**src/rtl/dmi_host_initiator.sv**
```systemverilog
// DMI types shared by the debug transport and debug module.
package dm;
    typedef enum logic [1:0] {
        DTM_NOP   = 2'h0,
        DTM_READ  = 2'h1,
        DTM_WRITE = 2'h2
    } dtm_op_e;

    typedef struct packed {
        logic [6:0]  addr;
        dtm_op_e     op;
        logic [31:0] data;
    } dmi_req_t;

    typedef struct packed {
        logic [31:0] data;
        logic [1:0]  resp;
    } dmi_resp_t;
endpackage

// DTM-side DMI initiator: one host command in flight, registered result held until consumed.
// Request issues the cycle after accept; dmi_req held stable under DM backpressure; response timeout reports busy.
module dmi_host_initiator #(
    parameter int unsigned TimeoutCycles = 1024,
    localparam int unsigned CntWidth = $clog2(TimeoutCycles + 1)
) (
    input  logic            clk_i,
    input  logic            rst_i,
    input  logic            cmd_valid_i,
    output logic            cmd_ready_o,
    input  logic [1:0]      cmd_op_i,
    input  logic [6:0]      cmd_addr_i,
    input  logic [31:0]     cmd_data_i,
    output logic            res_valid_o,
    input  logic            res_ready_i,
    output logic [31:0]     res_data_o,
    output logic [1:0]      res_status_o,
    output logic [1:0]      dmistat_o,
    input  logic            dmireset_i,
    input  logic            dmihardreset_i,
    output logic            dmi_rst_no,
    output logic            dmi_req_valid_o,
    input  logic            dmi_req_ready_i,
    output dm::dmi_req_t    dmi_req_o,
    input  logic            dmi_resp_valid_i,
    output logic            dmi_resp_ready_o,
    input  dm::dmi_resp_t   dmi_resp_i
);

    typedef enum logic [1:0] {
        IDLE = 2'd0,
        REQ  = 2'd1,
        RESP = 2'd2,
        HOLD = 2'd3
    } state_e;

    state_e                state_q, state_d;
    dm::dmi_req_t          req_q, req_d;
    logic [31:0]           res_data_q, res_data_d;
    logic [1:0]            res_status_q, res_status_d;
    logic                  res_valid_q, res_valid_d;
    logic [1:0]            dmistat_q, dmistat_d;
    logic                  timed_out_q, timed_out_d;
    logic [CntWidth-1:0]   cnt_q, cnt_d;
    logic                  dmi_rst_n_q;

    logic                  cmd_accept;
    logic                  resp_hs;
    logic                  res_hs;
    logic                  in_flight;
    logic                  timeout_hit;

    assign cmd_ready_o      = (state_q == IDLE) && dmi_rst_n_q;
    assign cmd_accept       = cmd_valid_i && cmd_ready_o;
    assign resp_hs          = (state_q == RESP) && dmi_resp_valid_i;
    assign res_hs           = res_valid_q && res_ready_i;
    assign in_flight        = (state_q == REQ) || (state_q == RESP);
    // A response landing on the deadline cycle completes normally.
    assign timeout_hit      = in_flight && !timed_out_q && !resp_hs &&
                              (cnt_q == CntWidth'(TimeoutCycles - 1));

    assign dmi_req_valid_o  = (state_q == REQ);
    assign dmi_resp_ready_o = (state_q == RESP);
    assign dmi_req_o        = req_q;
    assign res_valid_o      = res_valid_q;
    assign res_data_o       = res_data_q;
    assign res_status_o     = res_status_q;
    assign dmistat_o        = dmistat_q;
    assign dmi_rst_no       = dmi_rst_n_q;

    always_comb begin
        state_d      = state_q;
        req_d        = req_q;
        res_data_d   = res_data_q;
        res_status_d = res_status_q;
        res_valid_d  = res_valid_q;
        dmistat_d    = dmistat_q;
        timed_out_d  = timed_out_q;
        cnt_d        = cnt_q;

        // Clearing the sticky error loses to any update in the same cycle.
        if (dmireset_i) begin
            dmistat_d = 2'd0;
        end
        if (res_hs) begin
            res_valid_d = 1'b0;
        end
        if (in_flight && !timed_out_q) begin
            cnt_d = cnt_q + CntWidth'(1);
        end

        unique case (state_q)
            IDLE: begin
                if (cmd_accept) begin
                    timed_out_d = 1'b0;
                    if (dm::dtm_op_e'(cmd_op_i) == dm::DTM_NOP) begin
                        state_d      = HOLD;
                        res_valid_d  = 1'b1;
                        res_data_d   = 32'd0;
                        res_status_d = 2'd0;
                    end else if (dmistat_q != 2'd0) begin
                        state_d      = HOLD;
                        res_valid_d  = 1'b1;
                        res_data_d   = 32'd0;
                        res_status_d = dmistat_q;
                    end else begin
                        state_d    = REQ;
                        req_d.addr = cmd_addr_i;
                        req_d.op   = dm::dtm_op_e'(cmd_op_i);
                        req_d.data = cmd_data_i;
                        cnt_d      = '0;
                    end
                end
            end
            REQ: begin
                if (dmi_req_ready_i) begin
                    state_d = RESP;
                end
            end
            RESP: begin
                if (resp_hs) begin
                    if (timed_out_q) begin
                        // Late response is dropped; wait only for the busy result to drain.
                        state_d = (res_valid_q && !res_ready_i) ? HOLD : IDLE;
                    end else begin
                        state_d      = HOLD;
                        res_valid_d  = 1'b1;
                        res_data_d   = (req_q.op == dm::DTM_READ) ? dmi_resp_i.data : 32'd0;
                        res_status_d = dmi_resp_i.resp;
                        if (dmi_resp_i.resp != 2'd0 && dmistat_q == 2'd0) begin
                            dmistat_d = dmi_resp_i.resp;
                        end
                    end
                end
            end
            HOLD: begin
                if (res_hs) begin
                    state_d = IDLE;
                end
            end
            default: state_d = IDLE;
        endcase

        if (timeout_hit) begin
            timed_out_d  = 1'b1;
            dmistat_d    = 2'd3;
            res_valid_d  = 1'b1;
            res_data_d   = 32'd0;
            res_status_d = 2'd3;
        end

        if (dmihardreset_i) begin
            state_d     = IDLE;
            res_valid_d = 1'b0;
            dmistat_d   = 2'd0;
            timed_out_d = 1'b0;
            cnt_d       = '0;
        end
    end

    always_ff @(posedge clk_i or posedge rst_i) begin
        if (rst_i) begin
            state_q      <= IDLE;
            req_q        <= '0;
            res_data_q   <= 32'd0;
            res_status_q <= 2'd0;
            res_valid_q  <= 1'b0;
            dmistat_q    <= 2'd0;
            timed_out_q  <= 1'b0;
            cnt_q        <= '0;
            dmi_rst_n_q  <= 1'b0;
        end else begin
            state_q      <= state_d;
            req_q        <= req_d;
            res_data_q   <= res_data_d;
            res_status_q <= res_status_d;
            res_valid_q  <= res_valid_d;
            dmistat_q    <= dmistat_d;
            timed_out_q  <= timed_out_d;
            cnt_q        <= cnt_d;
            dmi_rst_n_q  <= !dmihardreset_i;
        end
    end

endmodule

```
**config.mk**
```make
export PLATFORM = sky130hd
export DESIGN_NAME = dmi_host_initiator
export DESIGN_NICKNAME = d
export VERILOG_FILES = /design/src/rtl/dmi_host_initiator.sv
export SDC_FILE = /design/constraint.sdc
export NUM_CORES = 1
export LEC_CHECK = 0
export ABC_AREA = 1
export CAP_MARGIN = 20
export CORE_UTILIZATION = 44
export CTS_CLUSTER_SIZE = 8
export DETAILED_ROUTE_END_ITERATION = 8
export GPL_TIMING_DRIVEN = 0
export PLACE_DENSITY = 0.81
export SLEW_MARGIN = 20
export SYNTH_ARGS = -nofsm -noshare
export SYNTH_HDL_FRONTEND = slang
export SYNTH_SLANG_ARGS = --single-unit
```
**constraint.sdc**
```tcl
create_clock -name clk_i -period 4.1 [get_ports clk_i]
set_clock_uncertainty 0.15 [all_clocks]
set_input_delay 1.025 -clock clk_i [delete_from_list [all_inputs] [get_ports clk_i]]
set_output_delay 1.025 -clock clk_i [all_outputs]
set_load 0.005 [all_outputs]
```
# Word-level counts from Yosys, hierarchy flattened
# Index checks and enable logic that the tools add are counted.
[totals] ff_bits=93 in_bits=83 out_inout_bits=82 word_cells=104
[op_classes] n_addsub=1 eq_ne=13 n_mux=51 bitwise=2 n_reduce_logical=26
[op_table] cell="$mux 32" count=7
[op_table] cell="$mux 11" count=6
[op_table] cell="$pmux 32 s2" count=1
[op_table] cell="$mux 2" count=22
[op_table] cell="$mux 1" count=12
[op_table] cell="$add 11x1->11 const B" count=1
[op_table] cell="$eq 11x10->1 const B" count=1
[op_table] cell="$logic_and 1x1->1" count=9
[op_table] cell="$ne 3x2->1 const B" count=3
[op_table] cell="$ne 3x3->1 const B" count=3
[op_table] cell="$reduce_bool 3->1" count=3
[op_table] cell="$pmux 2 s4" count=1
[op_table] cell="$reduce_and 4->1" count=2
[op_table] cell="$logic_not 2->1" count=3
[op_table] cell="$reduce_and 5->1" count=1
[op_table] cell="$eq 2x1->1 const B" count=2
[op_table] cell="$eq 2x2->1 const B" count=2
[op_table] cell="$logic_not 1->1" count=4
[op_table] cell="$ne 4x2->1 const B" count=1
[op_table] cell="$pmux 2 s2" count=1
[op_table] cell="$reduce_bool 2->1" count=2
[op_table] cell="$ne 3x1->1 const B" count=1
[op_table] cell="$not 1->1" count=2
[op_table] cell="$pmux 1 s2" count=1
[op_table] cell="2 further kinds" count=2

# Depth between registers and ports, before layout
# Gate-level depths: netlist (run 1).
[logic_depth] ltp_word=9 ltp_mapped=11 depth_no_buf=10

# Least setup slack after synthesis (run 1)
# Ideal clock, no wire load.
[synth_path] path_kind="input-to-reg" startpoint="in cmd_op_i[1]" endpoint="reg res_data_q[14], in the netlist res_data_o[14]" setup_time_ns=0.117 arrival_time_ns=1.764 required_ns=3.833 slack_ns=2.068 cell_stages=9 path_buffers=1 cell_sequence="inv_1 > nand2_1 > nand2_1 > nand2_1 > nand2_1 > nand2_4 > buf_2 > nand3_1 > nand2_1"
[synth_between] elab_chain_len=5 word_cells_on_any_way=7 cone_classes="1 x eq/ne; 4 x mux; 2 x reduce/logical"
[synth_lines] element="start, declared" line_no="31" rtl="input logic [1:0] cmd_op_i,"
[synth_lines] element="$logic_not 2->1 *" line_no="116" rtl="if (dm::dtm_op_e'(cmd_op_i) == dm::DTM_NOP) begin"
[synth_lines] element="$mux 32" line_no="116"
[synth_lines] element="$mux 32" line_no="114" rtl="if (cmd_accept) begin"
[synth_lines] element="$pmux 32 s2" line_no="112" rtl="unique case (state_q)"
[synth_lines] element="$mux 32" line_no="164" rtl="if (timeout_hit) begin"
[synth_lines] element="end signal, assigned" line_no="195" rtl="res_data_q <= res_data_d;"
[synth_lines] element="end, declared" line_no="59" rtl="logic [31:0] res_data_q, res_data_d;"
# Every way passes the cells marked *; elsewhere a longest branch is shown, timed or not. The select of a mux whose other input is x is not followed.
# A chain may end at the register's enable or synchronous reset.

# Final worst setup path (run 1)
[layout_path] startpoint="reg state_q[0]" endpoint="out cmd_ready_o"
[layout_between] elab_chain_len=2
[layout_lines] element="start, declared" line_no="57" rtl="state_e state_q, state_d;"
[layout_lines] element="start signal, assigned" line_no="193" rtl="state_q <= state_d;"
[layout_lines] element="$logic_not 2->1" line_no="73" rtl="assign cmd_ready_o = (state_q == IDLE) && dmi_rst_n_q;"
[layout_lines] element="$logic_and 1x1->1" line_no="73"
[layout_lines] element="end, declared" line_no="30" rtl="output logic cmd_ready_o,"
# No other way between the ends.

==> impl_metrics.py, run 1 <==
metrics = {
    "outcome": {
        "status": "complete, no violations",
    },
    "job": {
        "cap_violations": 0,
    },
    "drt": {
        "wl_per_cell_microns": 14.19,
        "drtPass1Iterations": 4,
        "vias": 3883,
        "route.detailed.drc": 0,
        "drt_iter0_markers": 160,
        "routed_wl_microns": 11090,
        "antenna_left": 0,
        "avgViaCountPerCell": 4.965,
    },
    "final_layout": {
        "nets": 756,
        "seq_area_sq_um": 2327,
        "syn2layout_area_growth_pct": 47.75,
        "drive_gt1_share_pct": 7.303,
        "antennaDiodeCount": 0,
        "multiInputGateArea_sq_um": 1543,
        "final_common_cell": "nand2_1",
        "layout_common_cells": "nand2_1, clkdlybuf4s50_1, dfrtp_1, nand3_1, inv_1",
        "fin_util_pct": 66.56,
        "fill_cells": 783,
    },
    "sta": {
        "worst_slew_pin_slew_ns": 0.4029,
        "post-route-period-util_pct": 72.31,
        "fmax_mhz": 337.3,
        "slew_headroom_pct": 73.11,
        "period_needed_ns": 2.965,
        "final.setup.tns_ns": 0,
        "setup_viol": 0,
        "rsz0062_at_grt": "no",
        "timing.final.ws_setup_ns": 1.135,
        "finalMaxSlewViolations": 0,
        "timing.final.hold_violations": 0,
    },
    "clock_network": {
        "ctsHoldBuffers": 0,
        "cts-root-buf": "clkbuf_8",
        "clock_path_buffers": 2,
        "cts_inserted_buffers": 9,
        "cts.sinks": 93,
        "cts.repair.resized": 0,
        "cts_setup_buffers": 0,
        "clk-insertion-delay-late_ns": 0.34,
        "cts_tree": "built",
        "htree_levels": 3,
        "clk_pin_slew_worst_paths_ns": 0.09,
    },
    "power": {
        "combPwrFrac_pct": 44.4,
        "p_int_mw": 2.213,
        "p_total_mw": 3.408,
        "swShare_pct": 35.06,
        "power.leakage_nw": 3.011,
        "power_density_nw_per_um2": 556.7,
        "peakVddDrop_v": 0.0002986,
        "p_sw_mw": 1.195,
        "p_clk_share_pct": 15.7,
        "p_seq_share_pct": 39.9,
    },
    "critical_path": {
        "cp-startpoint": "state_q[0]",
        "critical_path_class": "reg2out",
        "worstSetupEndpointType": "primary output",
        "crit_end": "cmd_ready_o",
        "worst_ep_arrival_time_ns": 1.79,
        "r2r-end": "res_data_o[27]",
        "cp.required_ns": 2.92,
        "path_max_fanout": 5,
        "reg2reg_slack_ns": 2.01,
        "worstReg2RegStart": "state_q[0]",
        "worstRegToRegCells": 7,
        "startpoint_type": "register",
    },
    "die": {
        "die_w_microns": 99.03,
        "io_pins": 165,
        "num_rows": 35,
        "dieArea_sq_um": 9807,
        "die_y_microns": 99.03,
        "core_sq_um": 9196,
        "start_util_pct": 45.05,
    },
    "global_route": {
        "grt_overflow": 0,
        "grt_pass1_vias": 3736,
        "antenna_found_initial": 0,
        "grt_pass1_wl_microns": 18030,
        "grt_start_max_net_pins": 76,
        "grt_usage_pct": 23.13,
    },
    "placed_design": {
        "dpl.hpwl_microns": 8232,
        "pre_cts_slack_ns": 1.127,
        "io_buffers": 164,
        "place.gp.congestion": 0.8534,
    },
    "synthesis": {
        "synth_edf_count": 0,
        "avgSynthCellArea_sq_um": 8.437,
        "syn_area_sq_um": 4143,
        "synth_area_leaders": "dfrtp_1, nand2_1, nand3_1",
        "synth_cell_types": 29,
        "ys_seq_area_share_pct": 56.18,
        "ys_seq_elements": 93,
        "yosysWarnings": 0,
        "synthArstFlopShare_pct": 100.0,
        "synth_top_cell_by_area": "dfrtp_1",
        "syn_nets": 580,
        "synth_top_area_share_pct": 56.18,
        "synth_flop_cell": "dfrtp_1",
        "synthCells": 491,
    },
    "hold_path": {
        "min_path_type": "reg2reg",
    },
}
-- stage by stage --
stage / std cells / area [sq um] / hold slack [ns]
floorplan: 491 / 4143 / 0.3154
global placement: 766 / 5923 / 0.3033
detailed placement: 767 / 5956 / 0.3074
CTS: 782 / 6121 / 0.3298
global route: 782 / 6121 / 0.3503
finish: 782 / 6121 / 0.3234
-- critical path, cell delays in order (launching register included) --
cell             delay (ns)
dfrtp_1                0.41
inv_1                  0.13
ha_1                   0.28
nand2_1                0.08
inv_1                  0.06
clkdlybuf4s50_1        0.49
-- worst min path at each step --
stage	slack (ns)	startpoint	cells after the start	to
finish	0.32	dmi_req_o[29]	2	dmi_req_o[29]
floorplan	0.32	dmi_req_o[0]	2	dmi_req_o[0]
detailed placement	0.31	dmi_req_o[14]	2	dmi_req_o[14]
global route	0.35	dmi_req_o[14]	2	dmi_req_o[14]
CTS	0.33	dmi_req_o[29]	2	dmi_req_o[29]
global placement	0.30	dmi_req_o[28]	2	dmi_req_o[28]
-- state kept, by name (all words and copies together) (netlist names) --
name          count
res_status_o      2
dmistat_o         2
dmi_req_o        41
dmi_rst_no        1
res_valid_o       1
res_data_o       32
cnt_q            11
state_q           2
timed_out_q       1
-- logic make-up (layout without fill, tap and decap cells) --
family	Yosys count	after routing	share of synthesized area (%)
and+or+nand+nor	318	318	32.86
DFF	93	93	56.18
buffers and inverters	55	235	6.584
AOI/OAI and AO/OA	17	17	2.144
adders and majority gates	6	6	1.812
xor gates and xnor gates	2	2	0.4229
-- routing by layer --
metal / part of all wire, % / global-route usage [%] / up-vias / routed length (microns)
li1: - / - / 1901 / -
met1: 44 / 30.78 / 1842 / 4867
met2: 50 / 39.64 / 134 / 5564
met3: 5.2 / 3.475 / 6 / 580
met4: 0.74 / 5.970 / 0 / 82
met5: 0 / 0 / - / 0
-- synth_stat cells (2+ instances only) --
cell type	count
nand2_1	205
dfrtp_1	93
nand3_1	77
inv_1	29
nor2_1	19
buf_2	12
a21oi_1	10
ha_1	6
nor3_1	5
o21ai_0	5
buf_4	4
inv_2	4
buf_6	3
nand4_1	3
nand3b_1	2
-- layout make-up --
| type | instances | share of cell area [%] |
|---|---|---|
| inverter | 35 | 2.269 |
| clock buffer | 9 | 2.024 |
| clock inverter | 6 | 0.6746 |
| tap | 111 | 2.269 |
| buffer | 20 | 2.269 |
| timing repair buffer | 165 | 27.27 |
| multi-input combinational | 343 | 25.20 |
| sequential | 93 | 38.02 |
-- power by group through the flow --
stage               combinational [mW]  clock [mW]  sequential, mW
CTS                               1.53       0.552            1.36
detailed placement                1.52           0            1.37
global placement                  1.47           0            1.36
finish                            1.51       0.534            1.36
floorplan                        0.674           0            1.38
global route                      1.67       0.591            1.39
No activity file was read; power rests on OpenSTA's default activity.
==> inputs of run 2 (changes only) <==
clock period = 3.1 ns   (was 4.1 ns; I/O delays follow)
==> impl_metrics.py, run 2 (synthesized netlist as in run 1, its figures left out) <==
metrics = {
    "outcome": {
        "status": "complete, no violations",
    },
    "placed_design": {
        "io_buffers": 164,
        "place.gp.congestion": 0.8402,
        "dpl.hpwl_microns": 8442,
        "pre_cts_slack_ns": 0.4493,
    },
    "sta": {
        "fmax_mhz": 365.6,
        "timing.final.ws_setup_ns": 0.3647,
        "setup_viol": 0,
        "timing.final.hold_violations": 0,
        "finalMaxSlewViolations": 0,
        "worst_slew_pin_slew_ns": 0.6727,
        "slew_headroom_pct": 55.06,
        "post-route-period-util_pct": 88.23,
        "period_needed_ns": 2.735,
        "rsz0062_at_grt": "no",
        "final.setup.tns_ns": 0,
    },
    "power": {
        "power.leakage_nw": 3.040,
        "peakVddDrop_v": 0.0004339,
        "power_density_nw_per_um2": 753.1,
    },
    "critical_path": {
        "slowest_stage": "clkdlybuf4s50_1",
        "cpPeakStageDelay_ns": 0.56,
        "path_buf_inv": 2,
        "critical_path_class": "reg2out",
        "worstSetupEndpointType": "primary output",
        "worst_ep_arrival_time_ns": 1.81,
        "path_max_fanout": 7,
        "path_cells": "inv_1, ha_1, clkdlybuf4s50_1",
        "startpoint_type": "register",
        "cp.required_ns": 2.17,
        "critical-path-top-delay-family": "buffers and inverters",
    },
    "final_layout": {
        "syn2layout_area_growth_pct": 49.08,
        "fin_util_pct": 67.16,
        "final_common_cell": "nand2_1",
        "antennaDiodeCount": 0,
        "largest_reg_flops": 41,
        "nets": 757,
        "drive_gt1_share_pct": 7.578,
        "layout_common_cells": "nand2_1, clkdlybuf4s50_1, dfrtp_1, nand3_1, inv_1",
    },
    "global_route": {
        "grtUsageMet1_pct": 29.74,
        "grt_usage_pct": 22.91,
        "grt_start_max_net_pins": 34,
        "grt_overflow": 0,
        "antenna_found_initial": 0,
        "grt_pass1_vias": 3763,
        "grt_pass1_wl_microns": 17710,
        "use_met3_pct": 4.184,
        "busiest_layer": "met2",
        "use_met2_pct": 39.32,
    },
    "drt": {
        "drtPass1Iterations": 4,
        "routed_wl_microns": 11100,
        "avgViaCountPerCell": 4.950,
        "vias": 3881,
        "antenna_left": 0,
        "route.detailed.drc": 0,
        "drt_iter0_markers": 193,
        "wl_per_cell_microns": 14.15,
    },
    "clock_network": {
        "ctsHoldBuffers": 0,
        "cts.sinks": 93,
        "cts_tree": "built",
        "cts_inserted_buffers": 9,
        "cts_setup_buffers": 0,
        "cts-root-buf": "clkbuf_8",
        "cts.repair.resized": 0,
        "htree_levels": 3,
        "clk-insertion-delay-late_ns": 0.36,
        "clock_path_buffers": 2,
        "clk_pin_slew_worst_paths_ns": 0.09,
    },
    "hold_path": {
        "min_path_type": "reg2reg",
    },
    "die": {
        "num_rows": 35,
        "core_sq_um": 9196,
        "dieArea_sq_um": 9807,
        "die_y_microns": 99.03,
        "start_util_pct": 45.05,
        "io_pins": 165,
        "die_w_microns": 99.03,
    },
    "job": {
        "cap_violations": 0,
    },
}
-- run 2: changes by cell type in the layout (fill, tap and decap cells not counted) --
cell,change
clkinv_4,+1
clkbuf_8,+1
inv_6,-1
bufinv_16,+1
buf_16,-1
buf_12,+2
clkinv_2,-1
clkinvlp_4,-1
inv_8,+1
-- run 2: area by class of cell --
class	instances	area, sq um
repair buffers	166	1682
clock inverters	6	71.32
plain buffers	20	138.9
well taps	111	138.9
fillers	771	3020
flip-flops and latches	93	2327
inverters	35	137.6
clock buffers	10	137.6
multi-input cells	343	1543
-- run 2: where the power goes --
group | leakage (nW) | internal (mW) | switching [mW] | total [mW]
Sequential | 1.23 | 1.58 | 0.211 | 1.79
Combinational | 1.71 | 1.07 | 0.947 | 2.01
Clock | 0.104 | 0.402 | 0.447 | 0.849
-- run 2: worst reg2reg max path, delay by kind of cell (launching register included) --
family        cells  cell delay (ns)
fa+ha+maj         1             0.27
buf+inv           3             0.47
flops             1             0.43
simple gates      4             0.67
-- run 2: path summary, 6_finish.rpt --
kind | start | end | slack [ns] | cells after the start
setup / recovery | state_q[0] | dmi_resp_ready_o | 0.36 | 3
hold / removal | dmi_req_o[28] | dmi_req_o[28] | 0.33 | 2
setup reg to reg | state_q[1] | dmi_req_o[7] | 1.02 | 8
hold reg to reg | dmi_req_o[28] | dmi_req_o[28] | 0.33 | 2
max in group asynchronous | rst_i | cnt_q[1] | 1.50 | 3
min in group asynchronous | rst_i | dmi_req_o[10] | 0.70 | 2
-- run 2: routing by layer --
layer	routed length (microns)	part of all wire, %	vias up
met5	0	0	-
met4	156	1.4	0
met3	575	5.2	13
met2	5606	51	116
met1	4758	43	1848
li1	-	-	1904
-- run 2: metrics by stage --
step / cells / instance area, sq um / power, mW / hold slack [ns]
2_1_floorplan: 491 / 4146 / 2.717 / 0.3154
5_1_grt: 784 / 6176 / 4.954 / 0.3479
3_5_place_dp: 768 / 5967 / 3.824 / 0.3074
3_3_place_gp: 766 / 5927 / 3.746 / 0.3034
4_1_cts: 784 / 6176 / 4.684 / 0.3312
6_report: 784 / 6176 / 4.651 / 0.3266
